--- config.mk ---
export PLATFORM = sky130hd
export DESIGN_NAME = ulpi_link
export DESIGN_NICKNAME = d
export VERILOG_FILES = /design/src/rtl/ulpi_link.sv
export SDC_FILE = /design/constraint.sdc
export NUM_CORES = 1
export LEC_CHECK = 0
export BUFFER_PORTS_ARGS = -buffer_cell sky130_fd_sc_hd__buf_4
export CORE_UTILIZATION = 40
export CTS_CLUSTER_SIZE = 30
export DETAILED_ROUTE_END_ITERATION = 8
export PLACE_DENSITY = 0.69
export SETUP_SLACK_MARGIN = 0.05
export SYNTH_ARGS = -nofsm -noshare
export SYNTH_HDL_FRONTEND = slang
export SYNTH_SLANG_ARGS = --single-unit
--- constraint.sdc ---
create_clock -name USB_CLKIN -period 2 [get_ports USB_CLKIN]
set_input_delay 0.1 -clock USB_CLKIN [delete_from_list [all_inputs] [get_ports USB_CLKIN]]
set_output_delay 0.1 -clock USB_CLKIN [all_outputs]
set_load 0.05 [all_outputs]
--- src/rtl/ulpi_link.sv ---
// rtl/ulpi_link.sv - link-side ULPI controller: bus turnaround, RX CMD/data decode, TX CMD packets, PHY register writes
//
// Optional feature macro: ULPI_REG_READ_EN (adds REG_RD/REG_RDATA and PHY register reads).
//
// Ports:
//   USB_CLKIN, RST               60 MHz PHY clock, synchronous active-high reset
//   ULPI_DATA_I/O/OE             USB_DATA sample, registered drive value, output enable
//   ULPI_DIR, ULPI_NXT           PHY bus ownership and throttle
//   ULPI_STP                     registered stop
//   TX_DATA/TX_VALID/TX_READY    transmit byte stream (first byte is the PID)
//   TX_ABORT                     one-cycle pulse when the PHY takes the bus mid-transmit
//   RX_DATA/RX_VALID             received byte and strobe
//   RX_ACTIVE/RX_ERROR/LINESTATE receive status decoded from RX CMD
//   REG_REQ/REG_ADDR/REG_WDATA   register write request (level until REG_DONE)
//   REG_DONE                     one-cycle completion pulse
//   REG_RD/REG_RDATA             read select and read data (ULPI_REG_READ_EN only)

module ulpi_link (
  input  logic       USB_CLKIN,
  input  logic       RST,
  input  logic [7:0] ULPI_DATA_I,
  output logic [7:0] ULPI_DATA_O,
  output logic       ULPI_DATA_OE,
  input  logic       ULPI_DIR,
  input  logic       ULPI_NXT,
  output logic       ULPI_STP,
  input  logic [7:0] TX_DATA,
  input  logic       TX_VALID,
  output logic       TX_READY,
  output logic       TX_ABORT,
  output logic [7:0] RX_DATA,
  output logic       RX_VALID,
  output logic       RX_ACTIVE,
  output logic       RX_ERROR,
  output logic [1:0] LINESTATE,
  input  logic       REG_REQ,
  input  logic [5:0] REG_ADDR,
  input  logic [7:0] REG_WDATA,
  output logic       REG_DONE
`ifdef ULPI_REG_READ_EN
  ,
  input  logic       REG_RD,
  output logic [7:0] REG_RDATA
`endif
);

  typedef enum logic [3:0] {
    S_IDLE     = 4'd0,
    S_TX_CMD   = 4'd1,
    S_TX_DATA  = 4'd2,
    S_TX_STP   = 4'd3,
    S_REG_CMD  = 4'd4,
    S_REG_DATA = 4'd5,
    S_REG_STP  = 4'd6
`ifdef ULPI_REG_READ_EN
    ,
    S_RD_CMD   = 4'd7,
    S_RD_WAIT  = 4'd8
`endif
  } state_t;

  state_t     state_q, state_d;
  logic       dir_q, dir_d;
  logic       oe_q, oe_d;
  logic [7:0] data_o_q, data_o_d;
  logic       stp_q, stp_d;
  logic       tx_abort_q, tx_abort_d;
  logic       reg_done_q, reg_done_d;
  logic [7:0] rx_data_q, rx_data_d;
  logic       rx_valid_q, rx_valid_d;
  logic       rx_active_q, rx_active_d;
  logic       rx_error_q, rx_error_d;
  logic [1:0] linestate_q, linestate_d;
  logic       tx_ready;
  logic       bus_free;
  logic       req_ok;
  logic       rx_en;
`ifdef ULPI_REG_READ_EN
  logic [7:0] rdata_q, rdata_d;
`endif

  assign bus_free = !ULPI_DIR && !dir_q;
  // REG_DONE is still visible to upstream in the cycle it drops REG_REQ;
  // ignore the stale level then so the write is not issued twice.
  assign req_ok   = REG_REQ && !reg_done_q;

`ifdef ULPI_REG_READ_EN
  // Read data returning during RD_WAIT must not be decoded as an RX CMD.
  assign rx_en = (state_q != S_RD_WAIT);
`else
  assign rx_en = 1'b1;
`endif

  // Transmit / register FSM
  always_comb begin
    state_d    = state_q;
    data_o_d   = data_o_q;
    stp_d      = 1'b0;
    oe_d       = 1'b1;
    tx_ready   = 1'b0;
    tx_abort_d = 1'b0;
    reg_done_d = 1'b0;
`ifdef ULPI_REG_READ_EN
    rdata_d    = rdata_q;
`endif
    case (state_q)
      S_IDLE: begin
        data_o_d = 8'h00;
        if (bus_free) begin
          if (req_ok) begin
`ifdef ULPI_REG_READ_EN
            if (REG_RD) begin
              data_o_d = {2'b11, REG_ADDR};
              state_d  = S_RD_CMD;
            end else begin
              data_o_d = {2'b10, REG_ADDR};
              state_d  = S_REG_CMD;
            end
`else
            data_o_d = {2'b10, REG_ADDR};
            state_d  = S_REG_CMD;
`endif
          end else if (TX_VALID) begin
            tx_ready = 1'b1;
            data_o_d = {4'h4, TX_DATA[3:0]};
            state_d  = S_TX_CMD;
          end
        end
      end
      S_TX_CMD, S_TX_DATA: begin
        if (ULPI_DIR) begin
          tx_abort_d = 1'b1;
          data_o_d   = 8'h00;
          state_d    = S_IDLE;
        end else begin
          tx_ready = ULPI_NXT && TX_VALID;
          if (ULPI_NXT) begin
            if (TX_VALID) begin
              data_o_d = TX_DATA;
              state_d  = S_TX_DATA;
            end else begin
              data_o_d = 8'h00;
              stp_d    = 1'b1;
              state_d  = S_TX_STP;
            end
          end
        end
      end
      S_TX_STP: begin
        state_d = S_IDLE;
      end
      S_REG_CMD: begin
        if (ULPI_DIR) begin
          data_o_d = 8'h00;
          state_d  = S_IDLE;
        end else if (ULPI_NXT) begin
          data_o_d = REG_WDATA;
          state_d  = S_REG_DATA;
        end
      end
      S_REG_DATA: begin
        if (ULPI_DIR) begin
          data_o_d = 8'h00;
          state_d  = S_IDLE;
        end else if (ULPI_NXT) begin
          data_o_d = 8'h00;
          stp_d    = 1'b1;
          state_d  = S_REG_STP;
        end
      end
      S_REG_STP: begin
        reg_done_d = 1'b1;
        state_d    = S_IDLE;
      end
`ifdef ULPI_REG_READ_EN
      S_RD_CMD: begin
        if (ULPI_DIR) begin
          data_o_d = 8'h00;
          state_d  = S_IDLE;
        end else if (ULPI_NXT) begin
          data_o_d = 8'h00;
          state_d  = S_RD_WAIT;
        end
      end
      S_RD_WAIT: begin
        // First DIR-high cycle is turnaround; data is valid once dir_q follows.
        if (ULPI_DIR && dir_q) begin
          rdata_d    = ULPI_DATA_I;
          reg_done_d = 1'b1;
          state_d    = S_IDLE;
        end
      end
`endif
      default: begin
        data_o_d = 8'h00;
        state_d  = S_IDLE;
      end
    endcase
  end

  // Receive path
  always_comb begin
    dir_d       = ULPI_DIR;
    rx_data_d   = rx_data_q;
    rx_valid_d  = 1'b0;
    rx_active_d = rx_active_q;
    rx_error_d  = rx_error_q;
    linestate_d = linestate_q;
    if (ULPI_DIR && dir_q && rx_en) begin
      if (ULPI_NXT) begin
        rx_data_d  = ULPI_DATA_I;
        rx_valid_d = 1'b1;
      end else begin
        linestate_d = ULPI_DATA_I[1:0];
        case (ULPI_DATA_I[5:4])
          2'b01: begin
            rx_active_d = 1'b1;
            rx_error_d  = 1'b0;
          end
          2'b11: begin
            rx_active_d = 1'b1;
            rx_error_d  = 1'b1;
          end
          default: begin
            rx_active_d = 1'b0;
            rx_error_d  = 1'b0;
          end
        endcase
      end
    end else if (ULPI_DIR && !dir_q && ULPI_NXT) begin
      // PHY grabbed the bus with NXT: a packet starts right after turnaround.
      rx_active_d = 1'b1;
    end else if (!ULPI_DIR && dir_q) begin
      rx_active_d = 1'b0;
      rx_error_d  = 1'b0;
    end
  end

  always_ff @(posedge USB_CLKIN) begin
    if (RST) begin
      state_q     <= S_IDLE;
      dir_q       <= 1'b0;
      oe_q        <= 1'b0;
      data_o_q    <= 8'h00;
      stp_q       <= 1'b1;
      tx_abort_q  <= 1'b0;
      reg_done_q  <= 1'b0;
      rx_data_q   <= 8'h00;
      rx_valid_q  <= 1'b0;
      rx_active_q <= 1'b0;
      rx_error_q  <= 1'b0;
      linestate_q <= 2'b00;
`ifdef ULPI_REG_READ_EN
      rdata_q     <= 8'h00;
`endif
    end else begin
      state_q     <= state_d;
      dir_q       <= dir_d;
      oe_q        <= oe_d;
      data_o_q    <= data_o_d;
      stp_q       <= stp_d;
      tx_abort_q  <= tx_abort_d;
      reg_done_q  <= reg_done_d;
      rx_data_q   <= rx_data_d;
      rx_valid_q  <= rx_valid_d;
      rx_active_q <= rx_active_d;
      rx_error_q  <= rx_error_d;
      linestate_q <= linestate_d;
`ifdef ULPI_REG_READ_EN
      rdata_q     <= rdata_d;
`endif
    end
  end

  // OE drops combinationally on DIR so the link never fights the PHY.
  assign ULPI_DATA_OE = oe_q && !ULPI_DIR && !dir_q;
  assign ULPI_DATA_O  = data_o_q;
  assign ULPI_STP     = stp_q;
  assign TX_READY     = tx_ready;
  assign TX_ABORT     = tx_abort_q;
  assign RX_DATA      = rx_data_q;
  assign RX_VALID     = rx_valid_q;
  assign RX_ACTIVE    = rx_active_q;
  assign RX_ERROR     = rx_error_q;
  assign LINESTATE    = linestate_q;
  assign REG_DONE     = reg_done_q;
`ifdef ULPI_REG_READ_EN
  assign REG_RDATA    = rdata_q;
`endif

endmodule

==> Yosys cells after proc, flatten, opt, wreduce, memory -nomap -nowiden <==
Index checks and enable logic that the tools add are counted.
{ "word_totals": {"register_bits": 30, "latchBits": 0, "ram_bits": 0, "rom_bits": 0, "input_bits": 36, "out_inout_bits": 26, "wordCells": 102, "mem_count": 0} }
{ "classes": {"n_addsub": 0, "n_mul": 0, "n_div": 0, "n_lt_le_gt_ge": 0, "eq_ne": 15, "shifts": 0, "muxes": 45, "n_bitwise": 4, "n_reduce_logical": 26} }
{ "ops": {"columns": ["operator", "n"], "rows": [
  ["2-to-1 mux 8 bit", 9],
  ["one-hot mux 8 bit (5 select lines)", 1],
  ["2-to-1 mux 4 bit", 9],
  ["2-to-1 mux 1 bit", 22],
  ["one-hot mux 4 bit (4 select lines)", 1],
  ["== test 4 x 3 -> 1 bit (second input constant)", 3],
  ["!= test 3 bit (second input constant)", 4],
  ["OR reduction 2 bit", 5],
  ["logical AND 1 bit", 9],
  ["== test 4 x 2 -> 1 bit (second input constant)", 2],
  ["2-to-1 mux 7 bit", 1],
  ["!= test 2 bit (second input constant)", 3],
  ["AND reduction 2 bit", 3],
  ["AND reduction 5 bit", 1],
  ["== test 4 x 1 -> 1 bit (second input constant)", 1],
  ["logical NOT 4 bit", 1],
  ["NOT 1 bit", 4],
  ["one-hot mux 1 bit (2 select lines)", 2],
  ["AND reduction 4 bit", 1],
  ["logical NOT 1 bit", 3],
  ["AND reduction 3 bit", 1],
  ["nonzero test 3 bit", 1],
  ["== test 2 x 1 -> 1 bit (second input constant)", 1],
  ["== test 2 bit (second input constant)", 1],
  ["nonzero test 2 bit", 1]
]} }

==> Logic depth before layout (Yosys ltp) <==
{ "logic_depth": {"ltp_word": 5, "depth_mapped": 6, "depth_no_buf": 4} }

==> Worst setup path after synthesis <==
No wires, ideal clock.
{ "synth_timing": {"path_kind": "register to output", "from": "register state_q[2]", "to": "output TX_READY", "t_arrival_ns": 1.587, "t_required_ns": 1.900, "path_slack_ns": 0.313, "stages_incl_launch_ff": 5, "path_buffers": 1, "cell_sequence": "dfxtp_1 -> buf_6 -> or4_4 -> nor4_2 -> a21o_1"} }
{ "synth_via": {"elab_chain_len": 3, "elab_cells_between_ends": 5, "cone_classes": "eq/ne: 2; mux: 1; reduce/logical: 2"} }
{ "synth_lines": {"columns": ["item", "line", "text"], "rows": [
  ["from (decl)", "62", "state_t state_q, state_d;"],
  ["from (signal assigned)", "257", "state_q <= state_d;"],
  ["== test 4 x 1 -> 1 bit or == test 4 x 2 -> 1 bit (tied branches)", "106", "case (state_q)"],
  ["OR reduction 2 bit", "106", null],
  ["one-hot mux 1 bit (2 select lines) *", "106", null],
  ["to (decl)", "29", "output logic TX_READY,"]
]} }
Mark *: on every way between the ends. The rest lies on a longest branch, timed or not.

==> Final worst setup path <==
{ "layout_timing": {"from": "register state_q[1]", "to": "output TX_READY"} }
Same word-level chain as after synthesis.

==> impl_summary.md <==
GRT
The via count of the first global-routing pass is roughly 1,300. For this run the aggregate overflow at the end of global routing stands at 0. The combined global-route utilization of all metal layers is 0.216. Entering global routing, the biggest net connects 22 pins. The first-pass GRT wire length is 5.87 mm.

The number of antenna violations at the first check in global routing came to 0.

Synth
The cell area that synthesis handed to floorplanning was 1410 sq um. The flip-flop cell with the highest count after synthesis is sky130_fd_sc_hd__dfxtp_1. After synthesis, the share of flip-flops with an asynchronous set or reset is 0. The number of nets in the synthesized netlist is 199. Yosys mapped a number of flops with a built-in enable equal to 0. After synthesis, the netlist uses 42 different library cells. The share of the Yosys chip area taken by registers is 0.413.

Synthesis inferred 29 register bits. The number of warnings issued by yosys is 0. The average footprint of a synthesized cell is 8.63 sq um. The instance count of the mapped netlist is 163. By area the synthesized netlist is led by sky130_fd_sc_hd__dfxtp_1 41%, sky130_fd_sc_hd__nand2_1 6.9%, sky130_fd_sc_hd__a21oi_1 5.3%, sky130_fd_sc_hd__o2bb2ai_1 5.0%, sky130_fd_sc_hd__o21ai_0 4.3%. The largest total area in the synthesized netlist belongs to sky130_fd_sc_hd__dfxtp_1. Of the post-synthesis cell area, the dominant cell type holds 0.413.

Power
Across the VDD grid, the largest voltage drop is 346 uV. In this run the power density over the cells is 708 nW/um^2. In this run the static leakage power is ~0.84 nW.

STA
The setup slack after layout is 0.186 ns. The number of max-slew violations in the final report was 0. Setup repair after global routing left no endpoint under its margin. Counting I/O delays and the setup requirement, the final critical path takes 1.81 ns. The normalized max-slew margin is 0.616. The total count of hold-check failures in the final report is 0. The maximum frequency from static timing analysis is between 500 and 600 MHz. The slew at the pin with the worst max-slew slack is 0.575 ns. The final cycle utilization of the critical path is 0.907.

The count of final setup violators is 0. The clock arrives with 0.0101 ns of skew. In the final timing run, aggregate negative setup slack is 0 ns.

Drt
The residual antenna-violating net count after detailed routing is 0. The routed wire length is 3.71 mm. In this run, the number of DRC markers left after iteration 0 of detailed routing was 75. The via count of the routed design is roughly 1,500. The total DRC errors in the routed layout is 0. The number of search-and-repair iterations in the first detailed-routing pass is 4. After detailed routing, the number of vias per cell comes to 5.38. In the final routed layout, each cell accounts on average for about 14 um.

Setup path
The count of cells along the worst register-to-register path is 4. The required arrival time at the worst endpoint is ~1.9 ns. The worst setup path is launched from a flip-flop. Tracing the worst setup path back leads to its startpoint at state_q[1].

The kind of capture point of the worst setup path is a primary output. On the critical path the largest part of the delay comes from simple AND/OR/NAND/NOR gates. The maximum fanout count along the critical path is 11. Walking the worst path, the cells encountered are or4_4 -> nor4_4 -> a21o_1 -> buf_6.

The endpoint of the worst register-to-register path is ULPI_DATA_O[4]. The number of buffers and inverters on the critical path is 1. For this run, the slowest stage of the critical path takes around 0.53 ns. The arrival time reported for the critical path endpoint is 1.71 ns. In this run the critical register-to-register path is launched from state_q[1]. In this run the register-to-register setup slack is 0.39 ns. The worst-path cell with the longest stage delay is sky130_fd_sc_hd__or4_4. The critical path is of the flip-flop to primary output type.

Clocking
Clock-pin slew was measured on the worst setup and hold paths at 0.09 ns. The clock passes through at most 2 buffers. The root cell of the clock tree is sky130_fd_sc_hd__clkbuf_4. TritonCTS built the clock tree. For this design, the sink count on the clock tree is 29. The insertion delay of the later-clocked pin in the worst-skew pair is 0.33 ns. The clock buffer count from CTS is 5. In this run the number of H-tree levels came out at 2.

Layout
Measured on the finished design, the core utilization comes to 0.597. The number of nets at the end of the flow is 262. After the flow finishes, the layout carries non-filler instances totaling 273. The layout overhead on the synthesized area is 42.8%. The proportion of layout cells with a drive suffix above 1 is 0.352. The number of antenna diodes in the final layout is 0.

Place
The quantity of I/O buffers inserted on ports is 61. Once detailed placement completed, the half-perimeter wirelength came to roughly 2.7 mm. The final weighted congestion in routability-driven placement is between 0.8 and 0.9. The post-place setup slack is 0.304 ns. The cell count after placement is 264.

Floorplanning
The number of cell rows is 21. For this configuration, the core starts out at a cell density of 0.418. The core region is 3360 sq um. The die extent in y is 61.3 um. The total die area is 3760 sq um. The number of top-level pins is 62. The floorplan die width is roughly 61 um.

Flow run
The tool flagged a number of max-cap violations equal to 0.

Worst hold path
The type of the worst min-delay path is input port to flip-flop. The path with the worst hold slack has its endpoint at RX_DATA[2]. In this run the most critical hold path is launched from ULPI_DATA_I[2]. The worst hold path was traced through 3 stages.

Outcome
The flow ran to the end, and the final reports show no timing, DRC or antenna violations.
[layer usage]
layer / part of all wire / vias up / track usage
li1: - / 728 / -
met1: 0.45 / 696 / 0.303
met2: 0.48 / 42 / 0.315
met3: 0.056 / 4 / 0.0546
met4: 0.0078 / 0 / 0.0877
met5: 0 / - / 0
[cell families after synthesis]
| group | share of synthesized area |
|---|---|
| adders and majority gates | 0.00712 |
| xor gates and xnor gates | 0.00623 |
| and+or+nand+nor | 0.255 |
| buffers and inverters | 0.0569 |
| DFF | 0.413 |
| AOI/OAI and AO/OA | 0.262 |
[what timing repair did]
item	4_1_cts	5_1_grt
gates resized for setup	3	1
hold buffers	1	0
hold endpoints to repair	1	0
pin swaps	0	1
buffers inserted	0	0
setup endpoints to repair	1	1
[power by group]
part / total (W) / switching [W] / internal [W]
logic: 0.000304 / 0.000177 / 0.000127
registers: 0.000616 / 0.0000163 / 0.000599
clock network: 0.000502 / 0.000204 / 0.000298
total: 0.00142 / 0.000397 / 0.00102
[final cells by class]
| cell class | instances | area, sq um |
|---|---|---|
| Clock buffer | 7 | 55.1 |
| Fill cell | 323 | 1360 |
| Clock inverter | 1 | 30.0 |
| Inverter | 3 | 11.3 |
| Multi-Input combinational cell | 120 | 763 |
| Tap cell | 46 | 57.6 |
| Sequential cell | 29 | 582 |
| Timing Repair Buffer | 67 | 509 |
[worst max path at each step]
stage          endpoint  slack (ns)  depth (start not counted)
2_1_floorplan  TX_READY        0.31                          4
3_3_place_gp   TX_READY        0.36                          4
3_5_place_dp   TX_READY        0.30                          4
4_1_cts        TX_READY        0.08                          4
5_1_grt        TX_READY         0.1                          4
6_report       TX_READY        0.19                          4
[worst reg2reg max path, cell delays in order (launching register included)]
cell and delay, ns:
sky130_fd_sc_hd__dfxtp_2 0.39, sky130_fd_sc_hd__or4_4 0.53, sky130_fd_sc_hd__nor3b_2 0.32, sky130_fd_sc_hd__a222oi_1 0.15, sky130_fd_sc_hd__o2bb2ai_1 0.16
[through the flow]
| step | hold WS, ns | area, sq um | power [W] |
|---|---|---|---|
| 2_1_floorplan | 0.179 | 1410 | 0.000810 |
| 3_3_place_gp | 0.350 | 1890 | 0.000919 |
| 3_5_place_dp | 0.367 | 1890 | 0.000923 |
| 4_1_cts | 0.00177 | 2000 | 0.00143 |
| 5_1_grt | 0.00440 | 2010 | 0.00149 |
| 6_report | 0.0153 | 2010 | 0.00142 |
[state kept, by name, summed over array words and instances, names as in the netlist, 2 cells and up]
register / cells
LINESTATE: 2
RX_DATA: 8
ULPI_DATA_O: 8
state_q: 3
[synth_stat cells, types with 3 or more instances]
cell type / instances
sky130_fd_sc_hd__nand2_1: 26
sky130_fd_sc_hd__nor3_1: 5
sky130_fd_sc_hd__buf_6: 3
sky130_fd_sc_hd__inv_1: 3
sky130_fd_sc_hd__nand2b_1: 3
sky130_fd_sc_hd__dfxtp_1: 29
sky130_fd_sc_hd__nor2b_1: 3
sky130_fd_sc_hd__o21ai_0: 12
sky130_fd_sc_hd__a21oi_1: 15
sky130_fd_sc_hd__a222oi_1: 5
sky130_fd_sc_hd__nand3b_1: 5
sky130_fd_sc_hd__clkbuf_1: 5
sky130_fd_sc_hd__o2bb2ai_1: 8
sky130_fd_sc_hd__nor2_1: 10
[cells in the final DEF, fill, tap and decap left out, types with 5 or more instances in the layout]
| cell | count |
|---|---|
| sky130_fd_sc_hd__clkbuf_4 | 5 |
| sky130_fd_sc_hd__dfxtp_1 | 28 |
| sky130_fd_sc_hd__o2bb2ai_1 | 8 |
| sky130_fd_sc_hd__nand3b_1 | 5 |
| sky130_fd_sc_hd__nor3_1 | 5 |
| sky130_fd_sc_hd__a222oi_1 | 5 |
| sky130_fd_sc_hd__a21oi_1 | 15 |
| sky130_fd_sc_hd__nand2_1 | 26 |
| sky130_fd_sc_hd__nor2_1 | 10 |
| sky130_fd_sc_hd__o21ai_0 | 12 |
| sky130_fd_sc_hd__buf_4 | 65 |
No activity file was read; power rests on OpenSTA's default activity.
